[src/rtl/ps2_mouse_ctrl.sv]
`default_nettype none
// +----------------------------------------------------------------------------+
// | ps2_mouse_ctrl : PS/2 mouse bring-up sequencer and 3-byte packet decoder    |
// | rev 1.0                                                                     |
// +----------------------------------------------------------------------------+
module ps2_mouse_ctrl #(
   parameter int clk_freq   = 50000000,
   parameter int TIMEOUT_MS = 20,
   parameter int RETRIES    = 3
) (
   input  logic       sys_clk,
   input  logic       sys_rst,
   input  logic       start,
   output logic [7:0] ps2_tx_data,
   output logic       ps2_tx_we,
   input  logic       ps2_tx_busy,
   input  logic       ps2_rx_avail,
   input  logic [7:0] ps2_rx_data,
   output logic       ready,
   output logic       error,
   output logic [3:0] state_o,
   output logic       pkt_valid,
   output logic [2:0] pkt_btn,
   output logic [8:0] pkt_dx,
   output logic [8:0] pkt_dy,
   output logic [1:0] pkt_ovf
);

   localparam int TO_CYC = clk_freq / 1000 * TIMEOUT_MS;
   localparam int TW     = $clog2(TO_CYC + 1);
   localparam int RW     = (RETRIES < 1) ? 1 : $clog2(RETRIES + 1);
   localparam logic [TW-1:0] TO_LIM    = TW'(TO_CYC);
   localparam logic [RW-1:0] RETRY_MAX = RW'(RETRIES);

   typedef enum logic [3:0] {
      S_IDLE         = 4'd0,
      S_SEND_RST     = 4'd1,
      S_WAIT_ACK_RST = 4'd2,
      S_WAIT_BAT     = 4'd3,
      S_WAIT_ID      = 4'd4,
      S_SEND_EN      = 4'd5,
      S_WAIT_ACK_EN  = 4'd6,
      S_STREAM       = 4'd7,
      S_ERROR        = 4'd8
   } state_t;

   state_t          state_q, state_d;
   logic [RW-1:0]   retry_q, retry_d;
   logic [TW-1:0]   timer_q, timer_d;
   logic [1:0]      idx_q, idx_d;
   logic [7:0]      b0_q, b0_d;
   logic [7:0]      b1_q, b1_d;
   logic            rx_prev_q;
   logic [7:0]      tx_data_q, tx_data_d;
   logic            tx_we_q, tx_we_d;
   logic            pkt_valid_q, pkt_valid_d;
   logic [2:0]      pkt_btn_q, pkt_btn_d;
   logic [8:0]      pkt_dx_q, pkt_dx_d;
   logic [8:0]      pkt_dy_q, pkt_dy_d;
   logic [1:0]      pkt_ovf_q, pkt_ovf_d;

   logic            rx_ev;
   logic            timeout;
   logic            fail;
   logic [7:0]      exp_byte;
   state_t          succ_state;

   assign rx_ev   = ps2_rx_avail & ~rx_prev_q;
   assign timeout = (timer_q == TO_LIM);

   // Expected reply and follow-on state for each response-wait state.
   always_comb begin
      exp_byte   = 8'hFA;
      succ_state = S_STREAM;
      case (state_q)
         S_WAIT_ACK_RST: begin exp_byte = 8'hFA; succ_state = S_WAIT_BAT; end
         S_WAIT_BAT:     begin exp_byte = 8'hAA; succ_state = S_WAIT_ID;  end
         S_WAIT_ID:      begin exp_byte = 8'h00; succ_state = S_SEND_EN;  end
         default:        begin exp_byte = 8'hFA; succ_state = S_STREAM;   end
      endcase
   end

   always_comb begin
      state_d     = state_q;
      retry_d     = retry_q;
      idx_d       = idx_q;
      b0_d        = b0_q;
      b1_d        = b1_q;
      tx_data_d   = tx_data_q;
      tx_we_d     = 1'b0;
      pkt_valid_d = 1'b0;
      pkt_btn_d   = pkt_btn_q;
      pkt_dx_d    = pkt_dx_q;
      pkt_dy_d    = pkt_dy_q;
      pkt_ovf_d   = pkt_ovf_q;
      fail        = 1'b0;

      if (start) begin
         state_d = S_SEND_RST;
         retry_d = '0;
         idx_d   = '0;
      end else begin
         case (state_q)
            // The strobe is issued while still in the SEND state; the state
            // advances on the edge that ends the strobe.
            S_SEND_RST, S_SEND_EN: begin
               if (tx_we_q) begin
                  state_d = (state_q == S_SEND_RST) ? S_WAIT_ACK_RST : S_WAIT_ACK_EN;
               end else if (!ps2_tx_busy) begin
                  tx_we_d   = 1'b1;
                  tx_data_d = (state_q == S_SEND_RST) ? 8'hFF : 8'hF4;
               end
            end
            S_WAIT_ACK_RST, S_WAIT_BAT, S_WAIT_ID, S_WAIT_ACK_EN: begin
               if (rx_ev) begin
                  if (ps2_rx_data == exp_byte) begin
                     state_d = succ_state;
                     if (succ_state == S_SEND_EN || succ_state == S_STREAM) begin
                        retry_d = '0;
                     end
                  end else begin
                     fail = 1'b1;
                  end
               end else if (timeout) begin
                  fail = 1'b1;
               end
            end
            S_STREAM: begin
               if (rx_ev) begin
                  case (idx_q)
                     2'd0: begin
                        if (ps2_rx_data[3]) begin
                           b0_d  = ps2_rx_data;
                           idx_d = 2'd1;
                        end
                     end
                     2'd1: begin
                        b1_d  = ps2_rx_data;
                        idx_d = 2'd2;
                     end
                     default: begin
                        pkt_valid_d = 1'b1;
                        pkt_btn_d   = b0_q[2:0];
                        pkt_dx_d    = {b0_q[4], b1_q};
                        pkt_dy_d    = {b0_q[5], ps2_rx_data};
                        pkt_ovf_d   = {b0_q[7], b0_q[6]};
                        idx_d       = 2'd0;
                     end
                  endcase
               end else if (idx_q != 2'd0 && timeout) begin
                  idx_d = 2'd0;
               end
            end
            S_ERROR: begin
               state_d = S_ERROR;
            end
            default: begin
               state_d = S_SEND_RST;
            end
         endcase

         if (fail) begin
            if (retry_q != RETRY_MAX) begin
               retry_d = retry_q + 1'b1;
               state_d = (state_q == S_WAIT_ACK_EN) ? S_SEND_EN : S_SEND_RST;
            end else begin
               state_d = S_ERROR;
            end
         end
      end

      // Timer restarts on every state change; in STREAM it measures the gap
      // since the last byte and only matters mid-packet.
      if (start || state_d != state_q) begin
         timer_d = '0;
      end else if (state_q == S_STREAM && (rx_ev || idx_q == 2'd0)) begin
         timer_d = '0;
      end else if (timer_q != TO_LIM) begin
         timer_d = timer_q + 1'b1;
      end else begin
         timer_d = timer_q;
      end
   end

   always_ff @(posedge sys_clk) begin
      if (sys_rst) begin
         state_q     <= S_SEND_RST;
         retry_q     <= '0;
         timer_q     <= '0;
         idx_q       <= '0;
         b0_q        <= '0;
         b1_q        <= '0;
         rx_prev_q   <= 1'b0;
         tx_data_q   <= '0;
         tx_we_q     <= 1'b0;
         pkt_valid_q <= 1'b0;
         pkt_btn_q   <= '0;
         pkt_dx_q    <= '0;
         pkt_dy_q    <= '0;
         pkt_ovf_q   <= '0;
      end else begin
         state_q     <= state_d;
         retry_q     <= retry_d;
         timer_q     <= timer_d;
         idx_q       <= idx_d;
         b0_q        <= b0_d;
         b1_q        <= b1_d;
         rx_prev_q   <= ps2_rx_avail;
         tx_data_q   <= tx_data_d;
         tx_we_q     <= tx_we_d;
         pkt_valid_q <= pkt_valid_d;
         pkt_btn_q   <= pkt_btn_d;
         pkt_dx_q    <= pkt_dx_d;
         pkt_dy_q    <= pkt_dy_d;
         pkt_ovf_q   <= pkt_ovf_d;
      end
   end

   assign ps2_tx_data = tx_data_q;
   assign ps2_tx_we   = tx_we_q;
   assign ready       = (state_q == S_STREAM);
   assign error       = (state_q == S_ERROR);
   assign state_o     = state_q;
   assign pkt_valid   = pkt_valid_q;
   assign pkt_btn     = pkt_btn_q;
   assign pkt_dx      = pkt_dx_q;
   assign pkt_dy      = pkt_dy_q;
   assign pkt_ovf     = pkt_ovf_q;

endmodule
`default_nettype wire

[config.mk]
export PLATFORM = sky130hd
export DESIGN_NAME = ps2_mouse_ctrl
export DESIGN_NICKNAME = d
export VERILOG_FILES = /design/src/rtl/ps2_mouse_ctrl.sv
export SDC_FILE = /design/constraint.sdc
export NUM_CORES = 1
export LEC_CHECK = 0
export CORE_UTILIZATION = 50
export CTS_CLUSTER_DIAMETER = 50
export DETAILED_ROUTE_END_ITERATION = 7
export PLACE_DENSITY = 0.76
export SLEW_MARGIN = 0
export SYNTH_ARGS = -nofsm -noshare
export SYNTH_HDL_FRONTEND = slang
export SYNTH_SLANG_ARGS = --single-unit
[constraint.sdc]
create_clock -name sys_clk -period 3.02 [get_ports sys_clk]
set_input_delay 0.755 -clock sys_clk [delete_from_list [all_inputs] [get_ports sys_clk]]
set_output_delay 0.755 -clock sys_clk [all_outputs]
set_load 0.005 [all_outputs]
Word level (Yosys, flattened, before mapping):

Cells that the tools add are included.

* bits in registers: 78
* bits of input ports: 13
* output and inout port bits: 39
* logic and storage cells: 91

* add/sub/neg operators: 2
* eq/ne operators: 17
* multiplexer cells: 29
* bitwise operators: 9
* reduce and logical (&&, ||, !) cells: 20

Operators by type and width (number)
* 4-bit two-way mux: 7
* 4-bit by 3-bit equality test with 1-bit output (second input constant): 6
* 20-bit by 1-bit adder with 20-bit output (second input constant): 1
* 20-bit equality test (second input constant): 1
* 20-bit inequality test (second input constant): 1
* 2-bit two-way mux: 9
* 4-bit one-hot mux with 4 select lines: 1
* 8-bit one-hot mux with 2 select lines: 1
* 4-bit AND reduction: 3
* 4-bit OR reduction: 3
* 3-bit one-hot mux with 3 select lines: 1
* 4-bit by 2-bit equality test with 1-bit output (second input constant): 2
* 8-bit equality test: 1
* 1-bit inverter: 8
* 1-bit two-way mux: 7
* 3-bit two-way mux: 2
* 2-bit OR reduction: 3
* 5-bit AND reduction: 1
* 4-bit by 1-bit equality test with 1-bit output (second input constant): 1
* 4-bit equality test (second input constant): 1
* 4-bit inequality test: 1
* 2-bit one-hot mux with 2 select lines: 1
* 2-bit nonzero test: 2
* 1-bit logical OR: 3
* 9 further kinds: 10

Logic depth before layout (Yosys ltp):

Gate-level depths: netlist of run 1.

* depth after elaboration: 12
* mapped depth: 9
* depth with buffers taken out: 8

Least setup slack after synthesis of run 1:

Ideal clock, no wire load.

* path type: input to register
* start: input port ps2_rx_data[1]
* end: register timer_q[10]
* setup time: 119 ps
* arrival: 2577 ps
* data required time: 2901 ps
* slack: 324 ps
* stages on the path: 7
* buffers on the path: 1
* cells stage by stage: or4_1 -> mux2i_1 -> o211ai_2 -> a32o_2 -> a311oi_4 -> buf_6 -> nor3_2

* longest elaborated chain between the ends: 10
* elaborated cells between the ends (all ways): 13
* classes of those cells: eq/ne: 2; mux: 9; reduce/logical: 2

Ends and longest elaborated chain
* start, declared: RTL line 18 `input logic [7:0] ps2_rx_data,`
* 8-bit equality test *: RTL line 116 `if (ps2_rx_data == exp_byte) begin`
* 1-bit two-way mux: RTL line 116
* 1-bit two-way mux: RTL line 115 `if (rx_ev) begin`
* 1-bit two-way mux: RTL line 103 `case (state_q)`
* 1-bit two-way mux: RTL line 98 `if (start) begin`
* 4-bit two-way mux *: RTL line 162 `if (fail) begin`
* 4-bit two-way mux *: RTL line 98
* 4-bit inequality test *: RTL line 174 `if (start || state_d != state_q) begin`
* 1-bit logical OR *: RTL line 174
* 3-bit OR reduction (no line) *
* end signal, assigned: RTL line 204 `timer_q <= timer_d;`
* end, declared: RTL line 49 `logic [TW-1:0] timer_q, timer_d;`

Every way passes the cells marked *; elsewhere a longest branch is shown, timed or not. The select of a mux whose other input is x is not followed.
A chain may end at the register's enable or synchronous reset.

Final worst setup path of run 1:

* start: input port ps2_rx_data[1]
* end: register timer_q[15]

The elaborated chain is that of the path after synthesis.

==> qor.yml, run 1 <==
drt_iter0_drc: 76
cts_tree: "done"
wire_per_inst_um: 14.1
start_util_pct: 53.1
ys_async_sr_fraction_pct: 0
antenna_cells: 0
worst_hold_slack_ns: 0.454
crit_path_end_kind: "flop"
min_from: "b1_q[6]$_SDFFE_PP0P_"
drive_gt1_share_pct: 13.8
power_mw: 1.82
dieArea_sq_um: 6760
gr-usage-all-layers_pct: 22.9
setup_slack_ns: 0.104
cp-start-kind: "input port"
cts_resized: 0
dp_cells: 494
yosysUniqueCellTypes: 53
crit_required_ns: 3.28
cts-root-buf: "clkbuf_8"
timing.final.crit_share_pct: 96.6
yosys.cell_count.top_type: "dfxtp_1"
clk_latency_ns: 0.34
htreeDepth: 3
worstReg2RegEnd: "state_o[0]$_SDFF_PP1_"
cp_max_fo: 20
hp-class: "flop to flop"
ys_ff_latch: 71
grt_overflow: 0
wl_mm: 7.19
setup_viol: 0
worstMarginPinSlew_ns: 0.439
synth_area_leader_cell: "dfxtp_1"
yosysWarnings: 0
gp_congestion: 0.866
syn_area_per_cell_sq_um: 8.67
drv_cap: 0
synth_top_area_share_pct: 44.2
die_w_um: 82.2
drv_slew: 0
area_growth_pct: 26.9
grt_start_max_net_pins: 44
dp_slack_ns: -0.216
crit_path_cell_trace: "clkdlybuf4s50_1 > or4_1 > mux2i_1 > o211ai_2 > and3_2 > a2111o_1 > buf_12 > nor3_1"
synth-seq-area-share_pct: 44.2
p_leak_nw: 1.47
ir_drop_mv: 0.271
synthCells: 371
whs_endpoint: "pkt_dx[6]$_SDFFE_PP0P_"
numCtsBuffers: 9
placed_area_sq_um: 3880
ios: 52
num_vias: 2726
syn_area_sq_um: 3220
fin_util_pct: 67.3
fin_crit_ns: 2.92
clock-skew-final_ns: 0.00698
cts.path.max_buffers: 2
final_area_sq_um: 4080
cts_sinks: 71
holdBufCountCts: 0
fp.dieH_um: 82.2
timing.fmax_mhz: 343
cts_setup_buffers: 0
r2r_setup_slack_ns: 0.41
final-hold-violation-count: 0
synth_nets: 387
powerDensity_nw_per_um2: 446
synth_ff_type: "dfxtp_1"
drtPass1Iterations: 4
ant_nets: 0
synth_common_cells: "dfxtp_1 (71), nand2_1 (63), nor2_1 (42)"
synthTopCellsByArea: "dfxtp_1 (44%), nand2_1 (7.4%), mux2i_1 (5.6%)"
grt_antenna_before_repair: 0
reg2reg_depth: 7
stdcell_count: 509
synth-edff-count: 0
drcViolationCount: 0
path_clk_slew_ns: 0.07
port-buffer-count: 51
grt_pass1_wl_mm: 11.7
worst-setup-path-type: "input port to flop"
crit_arrival_ns: 3.18
rsz0062_at_grt: "false"
fin_nets: 446
slowest_stage: "or4_1"
final.setup.tns_ns: 0
slew_headroom_pct: 70.8
drt-vias-per-instance: 5.36
design.core.area_sq_um: 6060
hold_depth: 2
hpwl_mm: 5.06
status: "finished, final reports clean"
rows: 28
cpPeakStageDelay_ns: 0.58
grt_pass1_vias: 2480
r2r_start: "timer_q[12]$_SDFFE_PP0P_"
## per-layer routing
metal / vias up / share of wire, % / global-route usage [%]
met5: - / 0 / 0
met1: 1277 / 47 / 29.2
met3: 11 / 4.3 / 4.40
li1: 1377 / - / -
met2: 61 / 47 / 37.5
met4: 0 / 1.5 / 10.0
## critical path: cells and delay by family
kind,cells,cell delay (ns)
AO/OA/AOI/OAI,2,0.60
buffers and inverters,2,0.60
multiplexers,1,0.19
AND/OR/NAND/NOR,3,1.01
## state kept, by name (all words and copies together), names as in the netlist
register	cells
ps2_tx_data	2
b1_q	8
idx_q	2
state_o	4
rx_prev_q	1
pkt_ovf	2
b0_q	7
retry_q	2
pkt_dy	9
ps2_tx_we	1
timer_q	20
pkt_dx	9
pkt_btn	3
pkt_valid	1
## kinds of logic (layout without fill, tap and decap cells)
| group | Yosys count | after routing | share of synthesized area, % |
|---|---|---|---|
| AND/OR/NAND/NOR | 172 | 172 | 27.2 |
| flip-flops | 71 | 71 | 44.2 |
| AO/OA/AOI/OAI | 53 | 53 | 11.4 |
| XOR/XNOR | 18 | 18 | 4.90 |
| multiplexers | 18 | 18 | 5.60 |
| buffers and inverters | 36 | 99 | 5.52 |
| adder cells (fa/ha/maj) | 3 | 3 | 1.17 |
## final cells by class
cell class	instances	area, sq um
clock buffers	12	155
clock inverters	3	42.5
fillers	520	1980
inverters	10	37.5
multi-input cells	264	1620
flip-flops and latches	71	1420
well taps	75	93.8
repair buffers	74	708
## worst max-delay path by stage
stage              startpoint                       end
2_1_floorplan  ps2_rx_data[1]  timer_q[10]$_SDFFE_PP0P_
3_3_place_gp   ps2_rx_data[1]  timer_q[15]$_SDFFE_PP0P_
3_5_place_dp   ps2_rx_data[3]  timer_q[15]$_SDFFE_PP0P_
4_1_cts        ps2_rx_data[3]  timer_q[15]$_SDFFE_PP0P_
5_1_grt        ps2_rx_data[3]   timer_q[0]$_SDFFE_PP0P_
6_report       ps2_rx_data[1]  timer_q[15]$_SDFFE_PP0P_
## report_power, final
part | internal, mW | switching [mW] | leakage (nW)
Combinational | 0.0574 | 0.0564 | 0.799
Clock | 0.421 | 0.338 | 0.0985
Sequential | 0.941 | 0.00560 | 0.573
Total | 1.42 | 0.400 | 1.47
## placed cells by master (no fill, tap or decap), types with 3 or more instances in the layout
cell / synthesis / routed
ha_1: 3 / 3
nand2_1: 63 / 63
or2_2: 3 / 3
buf_4: 9 / 21
inv_1: 10 / 10
nor2b_1: 3 / 3
mux2i_1: 18 / 18
o21ai_0: 5 / 5
xor2_1: 4 / 4
nand3_1: 10 / 10
nand4_1: 4 / 4
clkdlybuf4s50_1: 0 / 51
dfxtp_1: 71 / 71
nor3_1: 15 / 15
a21oi_1: 30 / 30
xnor2_1: 14 / 14
nor3_2: 9 / 9
clkbuf_8: 0 / 11
nor2_1: 42 / 42
nor4_1: 4 / 4
No activity file was read; power rests on OpenSTA's default activity.
==> inputs of run 2 (changes only) <==
MAX_ROUTING_LAYER = met4   (was unset)
==> run 2 against run 1 <==
Net effect:
- cell count did not move
- highest routed layer unchanged
- clock power grew 0.5%
- fmax rose by 0.20%
- register-to-register slack hardly changed
- count of clock-buffer cells in the layout stayed put
- critical endpoint unchanged
- worst hold slack is essentially flat
- worst setup slack improved by 0.0059 ns
- routed wire length barely moved
- utilization stayed put
- largest cell class unchanged
- via count up 0.26%
- global-route usage rose by 0.76 points
- die area unchanged
==> qor.yml, run 2 (same netlist as run 1, synthesis figures left out) <==
final.setup.tns_ns: 0  # unchanged
r2r_start: "timer_q[12]$_SDFFE_PP0P_"
crit_family: "simple AND/OR/NAND/NOR gates"
drtPass1Iterations: 4  # unchanged
grt_antenna_before_repair: 0  # unchanged
wl_met3_um: 309  # +0.98%
crit_path_cell_trace: "clkdlybuf4s50_1 > or4_1 > mux2i_1 > o211ai_2 > and3_2 > a2111o_1 > buf_12 > nor3_1"
dr_wl_met2_mm: 3.37  # -0.53%
fin_crit_ns: 2.91  # -0.00595 ns
rows: 28  # unchanged
final_area_sq_um: 4080  # unchanged
clk_latency_ns: 0.35  # about the same
holdBufCountCts: 0  # unchanged
whs_endpoint: "pkt_dx[5]$_SDFFE_PP0P_"
ir_drop_mv: 0.271  # about the same
final_cell_mix: "dfxtp_1 (71), nand2_1 (63), clkdlybuf4s50_1 (51)"
die_w_um: 82.2  # unchanged
power_mw: 1.82  # +0.23%
worst_hold_slack_ns: 0.454  # +0.000123 ns
cts.path.max_buffers: 2  # unchanged
worst-setup-path-type: "input port to flop"
drive_gt1_share_pct: 13.8  # unchanged
final-hold-violation-count: 0  # unchanged
cp-start-kind: "input port"
crit_required_ns: 3.28  # about the same
min_from: "pkt_dx[5]$_SDFFE_PP0P_"
cts_tree: "done"
p_leak_nw: 1.47  # unchanged
fp.dieH_um: 82.2  # unchanged
ant_nets: 0  # unchanged
wire_per_inst_um: 14.1  # about the same
nFillCells: 520  # unchanged
met1_length_mm: 3.42  # +0.74%
numCtsBuffers: 9  # unchanged
layout_commonest_cell: "dfxtp_1"
largest_reg_flops: 20  # unchanged
placed_area_sq_um: 3880  # unchanged
grt_start_max_net_pins: 44  # unchanged
setup_viol: 0  # unchanged
fin_util_pct: 67.3  # unchanged
fin_nets: 446  # unchanged
hpwl_mm: 5.06  # unchanged
cpPeakStageDelay_ns: 0.58  # about the same
drv_slew: 0  # unchanged
stdcell_count: 509  # unchanged
cts_setup_buffers: 0  # unchanged
start_util_pct: 53.1  # unchanged
wl_mm: 7.19  # about the same
cts-root-buf: "clkbuf_8"
dp_cells: 494  # unchanged
drcViolationCount: 0  # unchanged
clock-skew-final_ns: 0.00663  # -0.000352 ns
grt_pass1_wl_mm: 11.7  # +0.17%
powerDensity_nw_per_um2: 447  # +0.23%
design.core.area_sq_um: 6060  # unchanged
drv_cap: 0  # unchanged
timing.final.crit_share_pct: 96.4  # -0.20 points
path_clk_slew_ns: 0.07  # about the same
top_layer: "met4"
gr-usage-all-layers_pct: 23.7  # +0.76 points
num_vias: 2733  # +0.26%
hp-class: "flop to flop"
slew_headroom_pct: 70.9  # +0.13 points
crit_arrival_ns: 3.17  # about the same
r2r_setup_slack_ns: 0.41  # about the same
gp_congestion: 0.880  # +1.6%
reg2reg_depth: 7  # unchanged
worstReg2RegEnd: "state_o[0]$_SDFF_PP1_"
slowest_stage: "or4_1"
drt-vias-per-instance: 5.37  # +0.26%
hold_depth: 2  # unchanged
cts_sinks: 71  # unchanged
area_growth_pct: 26.9  # unchanged
status: "finished, final reports clean"
drt_iter0_drc: 76  # unchanged
rsz0062_at_grt: "false"
antenna_cells: 0  # unchanged
timing.fmax_mhz: 344  # +0.20%
cts_resized: 0  # unchanged
critical_path_buf_inv_count: 2  # unchanged
setup_slack_ns: 0.110  # +0.00595 ns
crit_path_end_kind: "flop"
max_flop_register: "timer_q"
grt_pass1_vias: 2476  # -0.16%
htreeDepth: 3  # unchanged
ios: 52  # unchanged
port-buffer-count: 51  # unchanged
worstMarginPinSlew_ns: 0.435  # -0.00323 ns
cp_max_fo: 20  # unchanged
grt_overflow: 0  # unchanged
dieArea_sq_um: 6760  # unchanged
dp_slack_ns: -0.216  # unchanged
## run 2: worst max-delay path by stage
stage / startpoint / to / slack (ns) / cells past startpoint
2_1_floorplan: ps2_rx_data[1] / timer_q[10]$_SDFFE_PP0P_ / 0.32 / 7
3_3_place_gp: ps2_rx_data[1] / timer_q[15]$_SDFFE_PP0P_ / -0.17 / 8
3_5_place_dp: ps2_rx_data[3] / timer_q[15]$_SDFFE_PP0P_ / -0.22 / 8
4_1_cts: ps2_rx_data[3] / timer_q[15]$_SDFFE_PP0P_ / 0.12 / 8
5_1_grt: ps2_rx_data[3] / timer_q[0]$_SDFFE_PP0P_ / 0.006 / 8
6_report: ps2_rx_data[1] / timer_q[15]$_SDFFE_PP0P_ / 0.11 / 8
## run 2: power by group
| part | internal, mW | switching, mW |
|---|---|---|
| clock network | 0.421 | 0.342 |
| registers | 0.941 | 0.00569 |
| logic | 0.0574 | 0.0564 |
| total | 1.42 | 0.404 |
## run 2: layout make-up
type	instances	area, sq um	share of cell area, %
clock buffers	12	155	3.80
clock inverters	3	42.5	1.04
inverters	10	37.5	0.920
multi-input cells	264	1620	39.8
flip-flops and latches	71	1420	34.8
well taps	75	93.8	2.30
repair buffers	74	708	17.4
## run 2: tightest hold or removal path, delay by kind of cell (launching register included)
kind | cells | cell delay, ns
DFF | 1 | 0.31
and+or+nand+nor | 1 | 0.05
AOI/OAI and AO/OA | 1 | 0.05
## run 2: layer usage
metal	global-route usage [%]	vias to the layer above
li1	-	1383
met1	29.3	1284
met2	37.4	56
met3	5.71	10
met4	8.42	0
met5	-	-
